<file path="config.mk">
export PLATFORM = sky130hd
export DESIGN_NAME = fpu_mem_scheduler
export DESIGN_NICKNAME = d
export VERILOG_FILES = /design/src/rtl/fpu_mem_scheduler_pkg.sv /design/src/rtl/fpu_mem_scheduler.sv
export SDC_FILE = /design/constraint.sdc
export NUM_CORES = 1
export LEC_CHECK = 0
export ABC_AREA = 1
export BUFFER_PORTS_ARGS = -buffer_cell sky130_fd_sc_hd__buf_2
export CORE_ASPECT_RATIO = 0.8
export CORE_MARGIN = 2
export CORE_UTILIZATION = 45
export DETAILED_ROUTE_END_ITERATION = 8
export GPL_TIMING_DRIVEN = 0
export PLACE_DENSITY = 0.68
export SYNTH_ARGS = -nofsm -noshare
export SYNTH_HDL_FRONTEND = slang
export SYNTH_SLANG_ARGS = --single-unit
export TNS_END_PERCENT = 30
</file>
<file path="constraint.sdc">
create_clock -name clk -period 2.99 [get_ports clk]
set_input_delay 0.1495 -clock clk [delete_from_list [all_inputs] [get_ports clk]]
set_output_delay 0.1495 -clock clk [all_outputs]
set_load 0.02 [all_outputs]
</file>
<file path="src/rtl/fpu_mem_scheduler_pkg.sv">
// Shared FPU memory-scheduler definitions: FSM states, default line size
// and the write-back line-count helper.
package fpu_mem_scheduler_pkg;

    localparam int DEFAULT_LINE_BYTES = 64;

    typedef enum logic [1:0] {
        IDLE  = 2'd0,
        GRANT = 2'd1,
        XFER  = 2'd2,
        NEXT  = 2'd3
    } sched_state_t;

    // Lines needed for a write-back of 'size' bytes once clipped to the buffer;
    // a zero size needs no lines at all.
    function automatic int unsigned write_line_count(
        input logic [16:0] size,
        input int unsigned buf_bytes,
        input int unsigned line_bytes
    );
        int unsigned clipped;
        clipped = (32'(size) > buf_bytes) ? buf_bytes : 32'(size);
        return (clipped + line_bytes - 32'd1) / line_bytes;
    endfunction

endpackage

</file>
<file path="src/rtl/fpu_mem_scheduler.sv">
// Line-by-line memory scheduler for the FPU buffer: one pending slot per
// request type, round-robin grant, then one memory handshake per line.
module fpu_mem_scheduler
    import fpu_mem_scheduler_pkg::*;
#(
    parameter int MEM_BUFFER_WIDTH = 512,
    parameter int LINE_BYTES       = DEFAULT_LINE_BYTES,
    localparam int NUM_LINES       = MEM_BUFFER_WIDTH / LINE_BYTES,
    localparam int IDX_W           = (NUM_LINES > 1) ? $clog2(NUM_LINES) : 1
) (
    input  logic             clk,
    input  logic             rst_n,
    input  logic             request_read,
    input  logic [31:0]      read_address,
    input  logic             request_write,
    input  logic [31:0]      write_address,
    input  logic [16:0]      write_request_size,
    output logic             making_request,
    output logic             mem_req,
    output logic             mem_we,
    output logic [31:0]      mem_addr,
    input  logic             mem_ack,
    output logic [IDX_W-1:0] line_idx,
    output logic             overrun
);

    // One extra bit so a full buffer's worth of lines is representable.
    localparam int                CNT_W       = IDX_W + 1;
    localparam logic [31:0]       LINE_STRIDE = 32'(LINE_BYTES);
    localparam logic [CNT_W-1:0]  READ_LINES  = CNT_W'(NUM_LINES);

    sched_state_t     state_q, state_d;

    logic             rd_pend_q, rd_pend_d;
    logic [31:0]      rd_addr_q, rd_addr_d;
    logic             wr_pend_q, wr_pend_d;
    logic [31:0]      wr_addr_q, wr_addr_d;
    logic [16:0]      wr_size_q, wr_size_d;

    logic             last_read_q, last_read_d;
    logic [31:0]      act_base_q, act_base_d;
    logic             act_we_q, act_we_d;
    logic [CNT_W-1:0] act_lines_q, act_lines_d;
    logic [IDX_W-1:0] line_idx_q, line_idx_d;

    logic             overrun_q, overrun_d;
    logic             busy_q, busy_d;

    logic             grant_read;
    logic             consume_rd;
    logic             consume_wr;
    logic [CNT_W-1:0] wr_lines;
    logic [CNT_W-1:0] next_idx;

    // Read wins unless a write is also waiting and read was the last type served.
    assign grant_read = rd_pend_q && (!wr_pend_q || !last_read_q);
    assign wr_lines   = CNT_W'(write_line_count(wr_size_q,
                                                $unsigned(MEM_BUFFER_WIDTH),
                                                $unsigned(LINE_BYTES)));
    assign next_idx   = CNT_W'(line_idx_q) + CNT_W'(1);

    // Next-state logic plus slot bookkeeping, arbitration and transfer setup.
    always_comb begin
        state_d     = state_q;
        rd_pend_d   = rd_pend_q;
        rd_addr_d   = rd_addr_q;
        wr_pend_d   = wr_pend_q;
        wr_addr_d   = wr_addr_q;
        wr_size_d   = wr_size_q;
        last_read_d = last_read_q;
        act_base_d  = act_base_q;
        act_we_d    = act_we_q;
        act_lines_d = act_lines_q;
        line_idx_d  = line_idx_q;
        overrun_d   = overrun_q;
        consume_rd  = 1'b0;
        consume_wr  = 1'b0;

        case (state_q)
            IDLE: begin
                if (rd_pend_q || wr_pend_q) begin
                    state_d = GRANT;
                end
            end
            GRANT: begin
                line_idx_d = '0;
                if (grant_read) begin
                    consume_rd  = 1'b1;
                    act_base_d  = rd_addr_q;
                    act_we_d    = 1'b0;
                    act_lines_d = READ_LINES;
                    last_read_d = 1'b1;
                    state_d     = XFER;
                end else if (wr_pend_q) begin
                    // A zero-byte write-back is retired here without touching memory.
                    consume_wr  = 1'b1;
                    act_base_d  = wr_addr_q;
                    act_we_d    = 1'b1;
                    act_lines_d = wr_lines;
                    last_read_d = 1'b0;
                    state_d     = (wr_lines == '0) ? IDLE : XFER;
                end else begin
                    state_d = IDLE;
                end
            end
            XFER: begin
                if (mem_ack) begin
                    state_d = NEXT;
                end
            end
            NEXT: begin
                if (next_idx < act_lines_q) begin
                    line_idx_d = line_idx_q + IDX_W'(1);
                    state_d    = XFER;
                end else begin
                    line_idx_d = '0;
                    state_d    = IDLE;
                end
            end
            default: begin
                state_d = IDLE;
            end
        endcase

        // A fresh pulse beats a same-edge grant, so the newer request is kept.
        if (consume_rd) begin
            rd_pend_d = 1'b0;
        end
        if (request_read) begin
            rd_pend_d = 1'b1;
            rd_addr_d = read_address;
            if (rd_pend_q && !consume_rd) begin
                overrun_d = 1'b1;
            end
        end

        if (consume_wr) begin
            wr_pend_d = 1'b0;
        end
        if (request_write) begin
            wr_pend_d = 1'b1;
            wr_addr_d = write_address;
            wr_size_d = write_request_size;
            if (wr_pend_q && !consume_wr) begin
                overrun_d = 1'b1;
            end
        end

        busy_d = rd_pend_d || wr_pend_d || (state_d != IDLE);
    end

    // State and datapath registers; reset also restores read priority.
    always_ff @(posedge clk or negedge rst_n) begin
        if (!rst_n) begin
            state_q     <= IDLE;
            rd_pend_q   <= 1'b0;
            rd_addr_q   <= '0;
            wr_pend_q   <= 1'b0;
            wr_addr_q   <= '0;
            wr_size_q   <= '0;
            last_read_q <= 1'b0;
            act_base_q  <= '0;
            act_we_q    <= 1'b0;
            act_lines_q <= '0;
            line_idx_q  <= '0;
            overrun_q   <= 1'b0;
            busy_q      <= 1'b0;
        end else begin
            state_q     <= state_d;
            rd_pend_q   <= rd_pend_d;
            rd_addr_q   <= rd_addr_d;
            wr_pend_q   <= wr_pend_d;
            wr_addr_q   <= wr_addr_d;
            wr_size_q   <= wr_size_d;
            last_read_q <= last_read_d;
            act_base_q  <= act_base_d;
            act_we_q    <= act_we_d;
            act_lines_q <= act_lines_d;
            line_idx_q  <= line_idx_d;
            overrun_q   <= overrun_d;
            busy_q      <= busy_d;
        end
    end

    assign making_request = busy_q;
    assign mem_req        = (state_q == XFER);
    assign mem_we         = mem_req && act_we_q;
    assign mem_addr       = act_base_q + 32'(line_idx_q) * LINE_STRIDE;
    assign line_idx       = line_idx_q;
    assign overrun        = overrun_q;

endmodule

</file>
After elaboration in Yosys (flattened, before gate mapping)
Cells that the tools add are included.
W data, S select, Z words.
{"block": "classes", "addsub": 5, "n_lt_le_gt_ge": 2, "eq_ne": 3, "n_mux": 31, "reduce_logical": 18}
{"op": "$mux W32", "count": 2}
{"op": "$add A32 B9 Y32", "count": 1}
{"op": "$gt A17 B10 Y1 const B", "count": 1}
{"op": "$mux W1", "count": 17}
{"op": "$mux W2", "count": 6}
{"op": "$add A10 B7 Y10 const B", "count": 1}
{"op": "$mux W10", "count": 1}
{"op": "$sub A10 B1 Y10 const B", "count": 1}
{"op": "$mux W4", "count": 2}
{"op": "$pmux W2 S4", "count": 1}
{"op": "$pmux W3 S2", "count": 1}
{"op": "$reduce_bool A2 Y1", "count": 3}
{"op": "$add A3 B1 Y4 const B", "count": 1}
{"op": "$eq A2 B2 Y1 const B", "count": 2}
{"op": "$logic_and A1 B1 Y1", "count": 4}
{"op": "$logic_not A1 Y1", "count": 4}
{"op": "$logic_not A4 Y1", "count": 1}
{"op": "$logic_or A1 B1 Y1", "count": 4}
{"op": "$lt A4 B4 Y1", "count": 1}
{"op": "$add A3 B1 Y3 const B", "count": 1}
{"op": "$mux W3", "count": 1}
{"op": "$eq A2 B1 Y1 const B", "count": 1}
{"op": "$logic_not A2 Y1", "count": 1}
{"op": "$reduce_and A2 Y1", "count": 1}
{"block": "word_totals", "regBits": 128, "input_bits": 86, "output_inout_bits": 39, "wordCells": 72}

Longest topological paths before layout
{"block": "depth", "word_depth": 11, "ltp_mapped": 11}

Worst setup path before layout
Ideal clock, no wire load.
{"block": "synth_path", "path_type": "reg2out", "start": "register line_idx_q[0], in the netlist line_idx[0]", "end": "output port mem_addr[28]", "arrival_ns": 2.390, "required_ns": 2.841, "path_slack_ns": 0.450, "path_stages_with_launch": 11, "path_cell_list": "dfrtp_1 ha_1 inv_1 fa_1 o21ai_4 nand2_2 or2_4 nor3_4 nand2_2 nor2_2 xor2_1"}
{"block": "synth_via", "elab_chain_cells": 1}
{"element": "start: declaration", "line": "fpu_mem_scheduler.sv:44", "source": "logic [IDX_W-1:0] line_idx_q, line_idx_d;"}
{"element": "start signal: assignment", "line": "fpu_mem_scheduler.sv:179", "source": "line_idx_q <= line_idx_d;"}
{"element": "$add A32 B9 Y32", "line": "fpu_mem_scheduler.sv:188", "source": "assign mem_addr = act_base_q + 32'(line_idx_q) * LINE_STRIDE;"}
{"element": "end: declaration", "line": "fpu_mem_scheduler.sv:21", "source": "output logic [31:0] mem_addr,"}
Every way passes these cells.

Final worst setup path
Same ends and word-level chain as after synthesis.

==> run metrics <==
antenna fix cells=0; Final Critical Period=2880 ps; total power=6630 uW; RSZ-0062 raised after global routing=true; Critical Path End Type=primary output; row cnt=37; maximum vdd drop=440 uV; static leakage=0.00393 uW; Syn Area/Cell=9.64 um2; area grow syn2layout=39.5%; Vias/cell=4.98; fmax=347 MHz; setup violators final=0; crit path kind=flip-flop to primary output; Detail Placement HPWL=11000 um; Worst setup SP type=flip-flop; Core ar.=0.0128 mm2; Max Cap Viol=0; number of remaining DRC errors=0; CTS clk-pin slew, worst paths=50 ps; TritonCTS clock tree=built; post-synth top area share=54.7%; status=finished clean; antenna violations before repair=0; number of global-route vias before repair=5261; Worst R2R Setup Slack=1050 ps; top post-synthesis cells by area=dfrtp_1 55%, nand2_1 7.6%, o21ai_0 6.5%; Period Utilization, post-route=96.3%; root buffer cell=clkbuf_16; R2R cell count=9; Unique masters post-synth=36; synthesized instance count=608; # placed instances=906; Die Wd=132 um; Clock Sinks=128; Seq cells post-synth=128; final wirelength=16000 um; total CTS buffers=17; Die Y=106 um; RR Startpoint=line_idx[0]$_DFFE_PN0P_; Worst Hold Class=primary input to flip-flop; CP max stage cell=dfrtp_2; CP max stage delay=370 ps; io pins=125; via count=5086; pin count of the biggest net entering global routing=69; Clock Path Buffers=2; Pwr Density=811 mW/mm2; hold slack=206 ps; hold depth=2; Slew headroom=60.1%; starting DRC count in detailed routing=292; Tot GR Track Use=23.9%; Starting Density=45.9%; register area=0.00321 mm2; Required @ worst endpoint=2840 ps; final hold viol count=0; setup TNS=0 ps; per-cell routed wire length=15.6 um; first-pass GRT wire length=25800 um; number of nets in the layout=930; layout cell share with drive strength beyond 1=25.4%; I/O Buffers=122; worst slew pin tran=598 ps; worst-skew pair later-pin latency=420 ps; H-Tree Depth=4; synthesized area=0.00586 mm2; hold endpoint=rd_pend_q$_DFF_PN0_; drt pass-1 iters=5; hold wc startpoint=request_read; critical-path cell list=ha_1, inv_1, fa_2, o21ai_4, nand2_2, or2_4, nor3_4, nand2_2, nor2_2, xor2_1, buf_4; RD Place Congestion=0.936; Non-Filler Instances=1022; grt ovf=0; Final Max Slew Viols=0; skew final=7.02 ps; worst-path fanout max=4; syn nets=702; Worst R2R End=making_request$_DFF_PN0_; multi-input logic area=0.00225 mm2; Ys Warns=0; die area=0.0140 mm2; fill cell total of the finished layout=1052; DRT antenna net count=0; largest area contributor in the netlist=dfrtp_1; cell mode on critical path=nand2_2; Seq/Total Area, Yosys=54.7%; Worst Path Arrival=2730 ps
==> synthesized netlist by cell type (all sizes together) <==
master	instances
dfrtp	128
nand2	122
o21ai	78
inv	74
a22oi	32
mux2	32
nor2	29
nand3	20
clkbuf	19
xnor2	14
buf	11
xor2	11
nand4	8
ha	7
nor3	7
a21oi	3
o22ai	3
nor4	2
a21o	1
a31oi	1
and3	1
fa	1
nand3b	1
nor4b	1
o31ai	1
or2	1
==> sequential cells by signal, summed over array words and instances, names as in the netlist, 2 cells and up <==
signal       flops
act_lines_q      4
rd_addr_q       32
wr_size_q       17
act_base_q      32
wr_addr_q       32
state_q          2
line_idx         3
==> worst max path at each step <==
stage / from / endpoint / depth (start not counted)
finish: line_idx[0]$_DFFE_PN0P_ / mem_addr[28] / 11
global route: line_idx[2]$_DFFE_PN0P_ / mem_addr[31] / 10
CTS: line_idx[0]$_DFFE_PN0P_ / mem_addr[28] / 11
detailed placement: line_idx[0]$_DFFE_PN0P_ / mem_addr[28] / 11
global placement: rst_n / wr_addr_q[14]$_DFFE_PN0P_ / 1
floorplan: line_idx[0]$_DFFE_PN0P_ / mem_addr[28] / 10
==> routing by layer <==
layer | GRT usage, % | vias to the layer above | routed length [um]
met5 | 0 | - | 0
met4 | 10.0 | 0 | 268
met3 | 5.58 | 21 | 731
met2 | 39.3 | 152 | 7750
met1 | 30.6 | 2448 | 7210
li1 | - | 2465 | -
==> metrics by stage <==
step | setup slack [ps] | utilization (%) | instance area, um2
CTS | 24.1 | 63.7 | 8140
finish | 111 | 64.0 | 8170
global route | -38.7 | 64.0 | 8170
detailed placement | 317 | 52.6 | 6720
global placement | 181 | 52.4 | 6690
floorplan | 450 | - | 5860
==> cells by family after synthesis <==
kind of cell	count (synthesis)	share of synthesized area [%]
AND/OR/NAND/NOR	192	14.5
buffers and inverters	104	7.11
multiplexers	32	6.15
flip-flops	128	54.7
adder cells (fa/ha/maj)	8	1.84
AO/OA/AOI/OAI	119	12.0
XOR/XNOR	25	3.74
==> worst max-delay path, delay by kind of cell (launching register included) <==
| family | cells | cell delay (ps) |
|---|---|---|
| and+or+nand+nor | 5 | 750 |
| adders and majority gates | 2 | 540 |
| DFF | 1 | 370 |
| buffers and inverters | 2 | 240 |
| xor gates and xnor gates | 1 | 220 |
| AOI/OAI and AO/OA | 1 | 200 |
==> report_power, final <==
part	switching (uW)	internal, uW	leakage, uW
Clock	715	1340	0.000287
Combinational	1270	856	0.00210
Sequential	345	2100	0.00154
Total	2330	4300	0.00393
==> cell usage in the layout (no fill, tap or decap), types with 8 or more instances in the layout <==
cell	netlist	layout
nand4_1	8	8
nand2_1	119	119
dlygate4sd3_1	0	83
buf_2	3	123
xor2_1	11	11
nand3_1	20	19
xnor2_1	14	14
clkbuf_16	0	17
nor2_1	26	26
clkbuf_1	19	23
inv_1	70	70
dfrtp_1	128	126
mux2_2	32	32
o21ai_0	76	76
buf_4	6	10
a22oi_1	32	32
==> layout make-up <==
type                    instances  area share, %
flip-flops and latches        128           39.2
plain buffers                  30           1.70
clock inverters                 7           1.35
well taps                     175           2.68
repair buffers                209           18.4
inverters                      74           3.40
clock buffers                  23           5.73
multi-input cells             376           27.6
==> timing repair <==
item,CTS,global route
hold buffers,83,0
endpoints found under the setup margin,5,7
cloned,0,0
pin swaps,0,1
setup buffers,1,2
endpoints found under the hold margin,142,0
resized for setup,3,3
Power figures use the tool's default switching activity.
